[config.mk]
export PLATFORM = sky130hd
export DESIGN_NAME = uart_rx_fifo
export DESIGN_NICKNAME = d
export VERILOG_FILES = /design/src/rtl/uart_rx_fifo_pkg.sv /design/src/rtl/rx_fifo.sv /design/src/rtl/uart_rx_fifo.sv
export SDC_FILE = /design/constraint.sdc
export NUM_CORES = 1
export LEC_CHECK = 0
export BUFFER_PORTS_ARGS = -buffer_cell sky130_fd_sc_hd__clkbuf_2
export CELL_PAD_IN_SITES_DETAIL_PLACEMENT = 2
export CELL_PAD_IN_SITES_GLOBAL_PLACEMENT = 2
export CORE_MARGIN = 3
export CORE_UTILIZATION = 46
export CTS_BUF_LIST = sky130_fd_sc_hd__clkbuf_2 sky130_fd_sc_hd__clkbuf_4 sky130_fd_sc_hd__clkbuf_8
export CTS_CLUSTER_SIZE = 28
export DETAILED_ROUTE_END_ITERATION = 6
export GPL_TIMING_DRIVEN = 0
export PLACE_DENSITY_LB_ADDON = 0.1
export SYNTH_ARGS = -nofsm -noshare
export SYNTH_HDL_FRONTEND = slang
export SYNTH_SLANG_ARGS = --single-unit
[constraint.sdc]
create_clock -name clk -period 3.9 [get_ports clk]
set_clock_uncertainty 0.2 [all_clocks]
set_input_delay 0.78 -clock clk [delete_from_list [all_inputs] [get_ports clk]]
set_output_delay 0.78 -clock clk [all_outputs]
set_load 0.005 [all_outputs]
[src/rtl/uart_rx_fifo_pkg.sv]
// Shared definitions for the UART receiver: deframer states and IO page decode.
package uart_rx_fifo_pkg;

  // Deframer FSM states.
  typedef enum logic [2:0] {
    StIdle,
    StStart,
    StData,
    StStop,
    StBrk
  } rx_state_e;

  // One-hot bit of the SOC IO page that selects the RX word.
  // Read data of that word: {21'b0, overrun, frame_err, rd_valid, rd_data}.
  localparam int unsigned IO_UART_RX_bit = 3;

endpackage

[src/rtl/rx_fifo.sv]
// Synchronous byte FIFO with occupancy count and show-ahead read data.
module rx_fifo #(
  parameter  int unsigned DEPTH = 8,
  localparam int unsigned AW    = $clog2(DEPTH)
) (
  input  logic         clk,
  input  logic         resetn,
  input  logic         push,
  input  logic [7:0]   wdata,
  input  logic         pop,
  output logic [7:0]   rdata,
  output logic         valid,
  output logic [AW:0]  count,
  output logic         drop
);
  localparam logic [AW:0] Full = (AW + 1)'(DEPTH);

  logic [7:0]    mem_q [DEPTH];
  logic [AW-1:0] wptr_q, rptr_q;
  logic [AW:0]   count_q;
  logic          empty, full, do_pop, do_push;

  assign empty   = (count_q == '0);
  assign full    = (count_q == Full);
  assign do_pop  = pop & ~empty;
  // A full FIFO still accepts a byte when the head leaves in the same cycle.
  assign do_push = push & (~full | do_pop);
  assign drop    = push & full & ~do_pop;

  assign rdata = empty ? 8'h00 : mem_q[rptr_q];
  assign valid = ~empty;
  assign count = count_q;

  // Pointer and occupancy bookkeeping.
  always_ff @(posedge clk) begin
    if (!resetn) begin
      wptr_q  <= '0;
      rptr_q  <= '0;
      count_q <= '0;
    end else begin
      if (do_push) wptr_q <= wptr_q + 1'b1;
      if (do_pop)  rptr_q <= rptr_q + 1'b1;
      if (do_push && !do_pop)      count_q <= count_q + 1'b1;
      else if (do_pop && !do_push) count_q <= count_q - 1'b1;
    end
  end

  // Storage; contents are don't-care while empty since rdata is gated.
  always_ff @(posedge clk) begin
    if (do_push) mem_q[wptr_q] <= wdata;
  end

endmodule

[src/rtl/uart_rx_fifo.sv]
// 8N1 UART receiver: input synchroniser, deframer FSM and receive FIFO.
module uart_rx_fifo
  import uart_rx_fifo_pkg::*;
#(
  parameter int unsigned CLK_DIV = 48,
  parameter int unsigned DEPTH   = 8
) (
  input  logic                   clk,
  input  logic                   resetn,
  input  logic                   rxd,
  input  logic                   rd_en,
  input  logic                   clr_err,
  output logic [7:0]             rd_data,
  output logic                   rd_valid,
  output logic [$clog2(DEPTH):0] count,
  output logic                   frame_err,
  output logic                   overrun
);
  localparam int unsigned CntW = $clog2(CLK_DIV);
  localparam logic [CntW-1:0] HalfM1 = CntW'(CLK_DIV / 2 - 1);
  localparam logic [CntW-1:0] FullM1 = CntW'(CLK_DIV - 1);

  logic            rx_meta_q, rx_s;
  rx_state_e       state_q;
  logic [CntW-1:0] baud_q;
  logic [2:0]      bit_q;
  logic [7:0]      shift_q;
  logic            baud_end, stop_push, stop_bad, fifo_drop;

  assign baud_end  = (baud_q == FullM1);
  assign stop_push = (state_q == StStop) && baud_end && rx_s;
  assign stop_bad  = (state_q == StStop) && baud_end && !rx_s;

  // Two-flop synchroniser; resets to the idle line level.
  always_ff @(posedge clk) begin
    if (!resetn) begin
      rx_meta_q <= 1'b1;
      rx_s      <= 1'b1;
    end else begin
      rx_meta_q <= rxd;
      rx_s      <= rx_meta_q;
    end
  end

  // Deframer: half-bit start check, then samples at bit centres.
  always_ff @(posedge clk) begin
    if (!resetn) begin
      state_q <= StIdle;
      baud_q  <= '0;
      bit_q   <= '0;
      shift_q <= '0;
    end else begin
      unique case (state_q)
        StIdle: begin
          if (!rx_s) begin
            state_q <= StStart;
            baud_q  <= '0;
          end
        end
        StStart: begin
          if (baud_q == HalfM1) begin
            baud_q <= '0;
            bit_q  <= '0;
            state_q <= rx_s ? StIdle : StData;
          end else begin
            baud_q <= baud_q + 1'b1;
          end
        end
        StData: begin
          if (baud_end) begin
            baud_q  <= '0;
            shift_q <= {rx_s, shift_q[7:1]};
            bit_q   <= bit_q + 1'b1;
            if (bit_q == 3'd7) state_q <= StStop;
          end else begin
            baud_q <= baud_q + 1'b1;
          end
        end
        StStop: begin
          if (baud_end) begin
            baud_q  <= '0;
            state_q <= rx_s ? StIdle : StBrk;
          end else begin
            baud_q <= baud_q + 1'b1;
          end
        end
        StBrk: begin
          // Hold off until the line returns high so a break is not re-taken as a start.
          if (rx_s) state_q <= StIdle;
        end
        default: state_q <= StIdle;
      endcase
    end
  end

  // Sticky error flags; a set in the same cycle as clr_err wins.
  always_ff @(posedge clk) begin
    if (!resetn) begin
      frame_err <= 1'b0;
      overrun   <= 1'b0;
    end else begin
      frame_err <= stop_bad  | (frame_err & ~clr_err);
      overrun   <= fifo_drop | (overrun & ~clr_err);
    end
  end

  rx_fifo #(
    .DEPTH (DEPTH)
  ) u_rx_fifo (
    .clk    (clk),
    .resetn (resetn),
    .push   (stop_push),
    .wdata  (shift_q),
    .pop    (rd_en),
    .rdata  (rd_data),
    .valid  (rd_valid),
    .count  (count),
    .drop   (fifo_drop)
  );

endmodule

==> results by group <==
Hold path
  • Hold endpoint: rx_s
  • HP Class: register to register
  • Worst hold stages: 1
  • Hold path startpoint: rx_meta_q

Placement
  • PortBufs: 19
  • Post-DP HPWL: 7.20 mm
  • RePlAce Congestion: 0.709
  • Dpl cells: roughly 430
  • Post-placement worst setup slack: ~0.6 ns

Job
  • Number of max-cap violations: 0

Drt
  • Vias: 2524
  • DRT iter0 DRCs: 102
  • Routed Antenna Nets: 0
  • Final wirelength: 10.0 mm
  • Drt pass-1 iters: 4
  • DRC viols: 0
  • Vias per cell: 5.70
  • Post-DR wirelength/cell: 22.7 µm

Global route
  • Grt total ovfl: 0
  • GR Util All Layers: approximately a fifth
  • Largest net degree at the start of global routing: 19
  • Vias in the first global route: 2874
  • First-pass GRT wire length: 15.9 mm
  • Initial antenna violation count: 0

STA
  • Fin Setup TNS: 0 ns
  • Final hold violation count: 0
  • Minimum clock period: roughly 3.5 ns
  • Unrepaired setup endpoints after global routing: false
  • Min setup slack post-route: 0.385 ns
  • Period Utilization, post-route: 90.1%
  • Hold Slack: between 0.2 and 0.25 ns
  • Worst slew margin: 22.7%
  • Slew @ Worst Pin: 1.16 ns
  • Maximum operating frequency: 285 MHz
  • Fin. max-slew vios: 0
  • Final Setup Violations: 0

Critical path
  • Reg2reg setup slack: 0.64 ns
  • Worst setup SP type: register
  • Critical R2R Capture: u_rx_fifo.count[3]
  • WP data required: 2.92 ns
  • CP Class: register to primary output
  • Max incr delay on CP: 0.58 ns
  • Worst setup EP type: primary output
  • R2R depth: 12
  • Crit-path max FO: 10
  • Worst-path cell chain: buf_1 > clkbuf_1 > mux4_2 > mux2i_1 > nor2_1 > clkbuf_2
  • Crit path DAT: approximately 2.5 ns
  • Reg-to-Reg Start: baud_q[0]
  • Crit path max-delay cell type: clkbuf_1

Status
  • Outcome: complete, no violations

Pwr
  • Power Total: 2.42 mW
  • Power Density: 517 nW/µm²
  • Peak VDD IR: 331 µV
  • Pleak: 1.58 nW

Clock tree
  • Worst skew pair latency: 0.36 ns
  • Hold_buf cts: 0
  • CTS tree: yes
  • Postcts setup bufs: 0
  • Clock Path Buffers: 2
  • Clock sink count: slightly above 100
  • CTS Buf Count: 9
  • CTS clk-pin slew, worst paths: 0.10 ns
  • CTS resizes: 0
  • Clk root buf: clkbuf_8
  • H-tree Lvls: 3

Die
  • Num ports: 20
  • Initial core utilization: 48.0%
  • DIE WIDTH: roughly 100 µm
  • Die area: 10400 µm²
  • Core area: 8810 µm²
  • # rows: 34
  • Die height: about 100 µm

Yosys
  • Yosys top cell by area: edfxtp_1
  • Asr flop ratio synth: 0%
  • #FFs+latches synth: slightly above 100
  • Mean Syn Cell Area: roughly 14 µm²
  • Ys flop type: edfxtp_1
  • Synth Cell Area: 4230 µm²
  • Synth area leaders: edfxtp_1, dfxtp_1, mux4_2, mux2i_1, nor2_1
  • Distinct cell type count after synthesis: 46
  • Gate Count Post-Synth: 299
  • YS warnings: 0
  • Syn_nets: 313
  • Yosys top cell area share: approximately 45%
  • EDFF count, synth: 64
  • Sequential share of the synthesized area: 62.9%

Cells and area
  • Most common cell after layout, fill and taps aside: edfxtp_1
  • Layout cell share with drive strength beyond 1: between 20% and 30%
  • Nets@finish: between 300 and 400
  • Number of diodes: 0
  • Commonest cells after routing, fill and taps aside: edfxtp_1, dfxtp_1, nor2_1, mux2i_1, clkbuf_2
  • Post-Layout Cell Count: 443
  • Fillers: 811
  • Register area: 2660 µm²
  • P&R area growth vs syn: 10.6%
  • Multi-input logic area: 1500 µm²
[sequential cells by signal (all words and copies together), names as in the netlist, 3 cells and up, named ones only]
name              count
u_rx_fifo.rptr_q      3
u_rx_fifo.mem_q      64
shift_q               8
state_q               3
bit_q                 3
baud_q                6
u_rx_fifo.count       4
u_rx_fifo.wptr_q      3
[how the worst max path moves through the flow]
stage	startpoint	to	depth (start not counted)
4_1_cts	register	rd_data[6]	6
3_5_place_dp	baud_q[0]	u_rx_fifo.count[3]	12
6_report	register	rd_data[6]	6
5_1_grt	register	rd_data[6]	6
3_3_place_gp	baud_q[0]	u_rx_fifo.mem_q[0][7]	5
2_1_floorplan	baud_q[0]	u_rx_fifo.count[3]	12
[critical path, delay by kind of cell, from the launching register on]
family / cells / cell delay [ns]
buf+inv: 3 / 1.16
flops: 1 / 0.34
mux: 2 / 0.61
simple gates: 1 / 0.07
[cells in the mapped netlist, types with 4 or more instances]
| cell | n |
|---|---|
| a21oi_1 | 18 |
| buf_2 | 4 |
| clkbuf_1 | 7 |
| dfxtp_1 | 37 |
| edfxtp_1 | 64 |
| ha_1 | 8 |
| inv_1 | 6 |
| mux2i_1 | 21 |
| mux4_2 | 16 |
| nand2_1 | 12 |
| nand2b_1 | 5 |
| nand3_1 | 7 |
| nand3b_1 | 4 |
| nor2_1 | 33 |
| nor3_1 | 8 |
[stage by stage]
stage | area [µm²] | utilization, %
final | 4680 | 53.1
after global routing | 4680 | 53.1
after CTS | 4680 | 53.1
after detailed placement | 4490 | 51.0
after global placement | 4460 | 50.7
after floorplan | 4230 | -
[power breakdown]
group	internal [mW]	switching, mW
clock network	0.242	0.379
logic	0.276	0.318
registers	1.15	0.0479
total	1.67	0.745
[cell families after synthesis]
logic type               Yosys count  synth area share (%)
adder cells (fa/ha/maj)            9                  2.84
flip-flops                       101                  62.9
multiplexers                      37                  13.5
AND/OR/NAND/NOR                   90                  12.5
buffers and inverters             23                  2.34
AO/OA/AOI/OAI                     35                  5.06
XOR/XNOR                           4                 0.828
[layer usage]
| layer | track usage, % | vias to the layer above | share of wire [%] |
|---|---|---|---|
| li1 | - | 1192 | - |
| met1 | 23.9 | 1280 | 41 |
| met2 | 38.9 | 35 | 54 |
| met3 | 2.53 | 17 | 2.5 |
| met4 | 9.59 | 0 | 2.4 |
| met5 | 0 | - | 0 |
[final cells by class]
cell class / count / area share (%)
Sequential cell: 101 / 56.9
Multi-Input combinational cell: 175 / 32.0
Clock inverter: 7 / 1.26
Timing Repair Buffer: 20 / 2.19
Clock buffer: 9 / 2.65
Buffer: 16 / 1.55
Inverter: 7 / 0.562
Tap cell: 108 / 2.89
Note: power is estimated with default switching activity, not from simulation.
